### src/rtl/alu_ex_stage.sv
// alu_ex_stage: single-entry execute stage for RV32I-style integer ALU ops.
//   A decode-side valid/ready pair feeds one registered result slot that
//   drains through a writeback-side valid/ready pair (latency 1, no skid).
//
// Ports:
//   clk, rst              clock; synchronous active-high reset
//   flush                 kills the held result and any same-cycle input
//   in_valid / in_ready   decode handshake (in_ready is combinational)
//   rs1_val, rs2_val      register operands
//   imm, use_imm          immediate and operand-2 select
//   funct3, funct7_bit5   operation select
//   rs1_addr, rs2_addr    source addresses (used only for forwarding)
//   rd_addr               destination address
//   out_valid / out_ready writeback handshake
//   out_result, out_rd, out_we  registered result payload
//   op_count              number of results accepted by writeback (wraps)
//
// Build option:
//   ALU_EX_FWD_EN  when defined, the held result is forwarded to a source
//                  operand whose address matches out_rd (and out_we is set).
module alu_ex_stage #(
  parameter int unsigned XLEN = 32,
  parameter int unsigned RA_W = 5
) (
  input  logic            clk,
  input  logic            rst,
  input  logic            flush,
  input  logic            in_valid,
  output logic            in_ready,
  input  logic [XLEN-1:0] rs1_val,
  input  logic [XLEN-1:0] rs2_val,
  input  logic [XLEN-1:0] imm,
  input  logic            use_imm,
  input  logic [2:0]      funct3,
  input  logic            funct7_bit5,
  input  logic [RA_W-1:0] rs1_addr,
  input  logic [RA_W-1:0] rs2_addr,
  input  logic [RA_W-1:0] rd_addr,
  output logic            out_valid,
  input  logic            out_ready,
  output logic [XLEN-1:0] out_result,
  output logic [RA_W-1:0] out_rd,
  output logic            out_we,
  output logic [31:0]     op_count
);

  localparam int unsigned SHAMT_W = 5;
  localparam int unsigned CNT_W   = 32;

  logic             valid_q, valid_d;
  logic [XLEN-1:0]  result_q, result_d;
  logic [RA_W-1:0]  rd_q, rd_d;
  logic             we_q, we_d;
  logic [CNT_W-1:0] count_q, count_d;

  logic             accept_c;
  logic             drain_c;
  logic [XLEN-1:0]  op1_c;
  logic [XLEN-1:0]  op2_c;
  logic [XLEN-1:0]  alu_c;
  logic [SHAMT_W-1:0] shamt_c;

  // Handshake: the slot can take a new op when empty or draining this cycle
  assign in_ready = !valid_q || out_ready;
  assign accept_c = in_valid && in_ready && !flush;
  assign drain_c  = valid_q && out_ready;

`ifdef ALU_EX_FWD_EN
  // Operand select with bypass from the held result (x0 never has we set)
  always_comb begin
    op1_c = rs1_val;
    op2_c = use_imm ? imm : rs2_val;
    if (valid_q && we_q && (rs1_addr == rd_q)) op1_c = result_q;
    if (!use_imm && valid_q && we_q && (rs2_addr == rd_q)) op2_c = result_q;
  end
`else
  // Operand select without bypass; source addresses are not needed here
  logic unused_src_addr;
  assign unused_src_addr = ^{rs1_addr, rs2_addr};
  assign op1_c = rs1_val;
  assign op2_c = use_imm ? imm : rs2_val;
`endif

  assign shamt_c = op2_c[SHAMT_W-1:0];

  // ALU: only the low five bits of operand 2 form the shift amount
  always_comb begin
    alu_c = '0;
    case (funct3)
      3'b000: alu_c = (funct7_bit5 && !use_imm) ? (op1_c - op2_c) : (op1_c + op2_c);
      3'b001: alu_c = op1_c << shamt_c;
      3'b010: alu_c = XLEN'($signed(op1_c) < $signed(op2_c));
      3'b011: alu_c = XLEN'(op1_c < op2_c);
      3'b100: alu_c = op1_c ^ op2_c;
      3'b101: alu_c = funct7_bit5 ? $unsigned($signed(op1_c) >>> shamt_c)
                                  : (op1_c >> shamt_c);
      3'b110: alu_c = op1_c | op2_c;
      3'b111: alu_c = op1_c & op2_c;
      default: alu_c = '0;
    endcase
  end

  // Next state: a new accept wins over drain; flush empties the slot
  always_comb begin
    valid_d  = valid_q;
    result_d = result_q;
    rd_d     = rd_q;
    we_d     = we_q;
    count_d  = drain_c ? (count_q + CNT_W'(1)) : count_q;
    if (accept_c) begin
      valid_d  = 1'b1;
      result_d = alu_c;
      rd_d     = rd_addr;
      we_d     = (rd_addr != '0);
    end else if (flush || drain_c) begin
      valid_d  = 1'b0;
    end
  end

  // State register
  always_ff @(posedge clk) begin
    if (rst) begin
      valid_q  <= 1'b0;
      result_q <= '0;
      rd_q     <= '0;
      we_q     <= 1'b0;
      count_q  <= '0;
    end else begin
      valid_q  <= valid_d;
      result_q <= result_d;
      rd_q     <= rd_d;
      we_q     <= we_d;
      count_q  <= count_d;
    end
  end

  assign out_valid  = valid_q;
  assign out_result = result_q;
  assign out_rd     = rd_q;
  assign out_we     = we_q;
  assign op_count   = count_q;

endmodule

### config.mk
export PLATFORM = sky130hd
export DESIGN_NAME = alu_ex_stage
export DESIGN_NICKNAME = d
export VERILOG_FILES = /design/src/rtl/alu_ex_stage.sv
export SDC_FILE = /design/constraint.sdc
export NUM_CORES = 1
export LEC_CHECK = 0
export ABC_AREA = 1
export BUFFER_PORTS_ARGS = -buffer_cell sky130_fd_sc_hd__buf_2
export CORE_MARGIN = 2
export CORE_UTILIZATION = 60
export DETAILED_ROUTE_END_ITERATION = 10
export PLACE_DENSITY = 0.82
export SLEW_MARGIN = 30
export SYNTH_ARGS = -nofsm -noshare
export SYNTH_HDL_FRONTEND = slang
export SYNTH_SLANG_ARGS = --single-unit
### constraint.sdc
create_clock -name clk -period 5.1 [get_ports clk]
set_clock_uncertainty 0.2 [all_clocks]
set_input_delay 1.275 -clock clk [delete_from_list [all_inputs] [get_ports clk]]
set_output_delay 1.275 -clock clk [all_outputs]
set_load 0.02 [all_outputs]
==> metrics.txt <==
Via Count=18200; sequential power share=a little over a fifth; post-placement cell area=about 0.014 mm²; row cnt=53; post-CTS setup buffers=0; final non-filler cell area=~0.014 mm²; post-cts resize count=0; Layout fillers=between 2000 and 2500; Power Dens Cells=~200 mW/mm²; Syn. warnings=0; Post-Syn Area per Cell=~5.3 µm²; CTS Buf Count=9; Worst slew margin=between 30% and 40%; synthesized net count=around 2600; layout cells sized above 1=around 11%; antenna violations before repair=0; critical path class=in -> reg; async set or reset register ratio after synthesis=0%; dominant cells by area after synthesis=nand2_1, nand3_1, dfxtp_1, ha_1, inv_1; ys flop type=dfxtp_1; # setup viols final=0; DR iter-0 viols=2992; largest net degree at the start of global routing=69; all-layer global routing usage=between 40 and 50%; CTS H-tree lvls=3; post-synthesis adder-cell area fraction=9.84%; Die X=~150 µm; worst slew pin tran=about 0.96 ns; net switching power=between 1 and 1.5 mW; global-route wire length before repair=between 80000 and 90000 µm; CTS Hold Bufs=0; Synth top area share=between 20% and 30%; initial core utilization=about 61%; antenna viol nets, final=0; P_int=between 1 and 1.5 mW; Post-Syn Area=about 0.013 mm²; Tcrit/Tclk final=between 80% and 90%; Nets=approximately 2800; Critical Path Fanout Max=33; worst reg2reg path endpoint=op_count[25]; setup_tns=0 ns; crit path from=use_imm; routed vias/inst=between 6 and 7; CORE AREA=between 0.02 and 0.025 mm²; clock-pin slew of the registers on the worst-case setup and hold paths=0.06 ns; maximum vdd drop=about 0.00021 V; I/O Buffers=about 180; vias in the first global route=16200; router iterations before antenna repair=7; CTS tree=built; Clock Tree Buf Depth=2; critical path arrival=around 4.6 ns; GRT overflow=0; Critical Path RT=5.16 ns; wire length per cell=20.8 µm; CP Capture Point=out_result[27]; FMAX=roughly 220 MHz; post-synth top area cell=nand2_1; Yosys reg bits=71; Register Area=approximately 0.0014 mm²; Synth Area in Compound Gates=between 15 and 20%; drt drc=0; final WL=slightly below 60000 µm; combinational power share=a little under three fifths; fin crit period=4.55 ns; Gate Count Post-Synth=~2400; Seq/Total Area, Yosys=around 11%; # diodes=0; die height=150 µm; Layout area overhead=9.50%; Post-synth EDFFs=0; Final Max Tran Viols=0; Clk pwr share=a little over a fifth; die area=0.0226 mm²; status=completed; I/O Pins=approximately 190; Cell variety after synth=48; Post-Synth Simple-Gate Area=between 40% and 50%; Placer Congestion=about 1.1; critical path startpoint category=input pin; Switching Share=between 50% and 60%; Post-DP HPWL=around 45000 µm; FF-to-FF Start=op_count[3]; mux share of post-synthesis cell area=0%; CTS sink cnt=between 70 and 80; PnR Total Power=around 2.8 mW; reg-to-reg setup timing slack=2.53 ns; max-cap viol count=0; crit path capture type=flip-flop; root buffer cell=clkbuf_16; RSZ-0062 raised after global routing=no; Fin. Hold Viols=0; multi-input logic area=slightly below 0.01 mm²; worst r2r path cells=10; combinational family with the most area after synthesis=simple AND/OR/NAND/NOR gates; clk_lat worst skew=between 0.3 and 0.4 ns; worst hold path class=reg -> reg; leakage=~7.4 nW; Synth Area in XOR/XNOR=0.885%
how the worst min path moves through the flow:
stage	from	to	slack (ns)	cells past startpoint
2_1_floorplan	out_rd[2]	out_rd[2]	0.34	2
3_3_place_gp	out_result[19]	out_result[19]	0.25	2
3_5_place_dp	out_result[17]	out_result[17]	0.25	2
4_1_cts	out_result[17]	out_result[17]	0.26	2
5_1_grt	out_rd[2]	out_rd[2]	0.29	2
6_report	out_result[17]	out_result[17]	0.27	2
state kept, by name, indices dropped and copies added (netlist names):
register,count
out_result,32
op_count,32
out_valid,1
out_rd,5
out_we,1
power by group through the flow:
| stage | registers [mW] | clock network, mW | logic, mW |
|---|---|---|---|
| after floorplan | 0.626 | 0 | 1.01 |
| after detailed placement | 0.600 | 0 | 1.48 |
| after global routing | 0.591 | 0.607 | 1.69 |
| final | 0.590 | 0.592 | 1.57 |
| after global placement | 0.599 | 0 | 1.46 |
| after CTS | 0.589 | 0.581 | 1.49 |
cells by family (layout without fill, tap and decap cells):
group / Yosys count / count (layout)
XOR/XNOR: 13 / 13
adder cells (fa/ha/maj): 100 / 100
flip-flops: 71 / 71
AND/OR/NAND/NOR: 1470 / 1470
AO/OA/AOI/OAI: 380 / 380
buffers and inverters: 384 / 503
cell type report:
type	count	area share, %
multi-input cells	1963	70.0
flip-flops and latches	71	10.1
repair buffers	215	8.23
inverters	273	7.29
well taps	275	2.44
clock buffers	10	1.70
clock inverters	5	0.240
synthesized netlist by cell type, types with 9 or more instances:
master,n
nand2_1,697
nand3_1,407
inv_1,266
nor2_1,226
o21ai_0,151
a21oi_1,144
ha_1,98
dfxtp_1,71
buf_2,50
nor3_1,43
clkbuf_1,36
nand4_1,35
or2_2,28
o211ai_1,14
o21ai_1,13
o21bai_1,13
buf_4,10
o22ai_1,10
xor2_1,9
layout by cell type, fill, tap and decap left out, drive strengths merged, types with 45 or more instances in the layout:
master and count:
nand2 702, inv 272, nor2 230, o21ai 166, nand3 407, a21oi 144, dfxtp 71, buf 215
nor3 45, ha 98
worst max-delay path, stage by stage:
cell     delay, ns
buf_2         0.13
inv_4         0.28
or2_2         0.17
o21ai_0       0.30
ha_1          0.62
nand2_1       0.15
nor2_1        0.19
inv_1         0.09
nor3_1        0.29
nand3_1       0.17
nand3_1       0.18
nand2_1       0.07
nand2_1       0.08
nand2_1       0.06
nand2_1       0.06
nand3_1       0.23
a21oi_1       0.27
through the flow:
| step | utilization, % | hold slack, ns | cells | setup slack [ns] |
|---|---|---|---|---|
| 5_1_grt | 67.0 | 0.290 | 2812 | 0.485 |
| 3_3_place_gp | 65.7 | 0.253 | 2797 | 0.507 |
| 3_5_place_dp | 65.7 | 0.253 | 2797 | 0.441 |
| 2_1_floorplan | - | 0.341 | 2418 | 1.13 |
| 6_report | 67.0 | 0.265 | 2812 | 0.545 |
| 4_1_cts | 67.0 | 0.261 | 2812 | 0.771 |
layer usage:
layer  GRT usage, %  share of wire [%]  up-vias
met5              0                  0        -
met4           33.5                8.4        0
met3           12.3                 15      356
met2           76.8                 42     1590
met1           60.4                 35     8097
li1               -                  -     8185
Note: power is estimated with default switching activity, not from simulation.
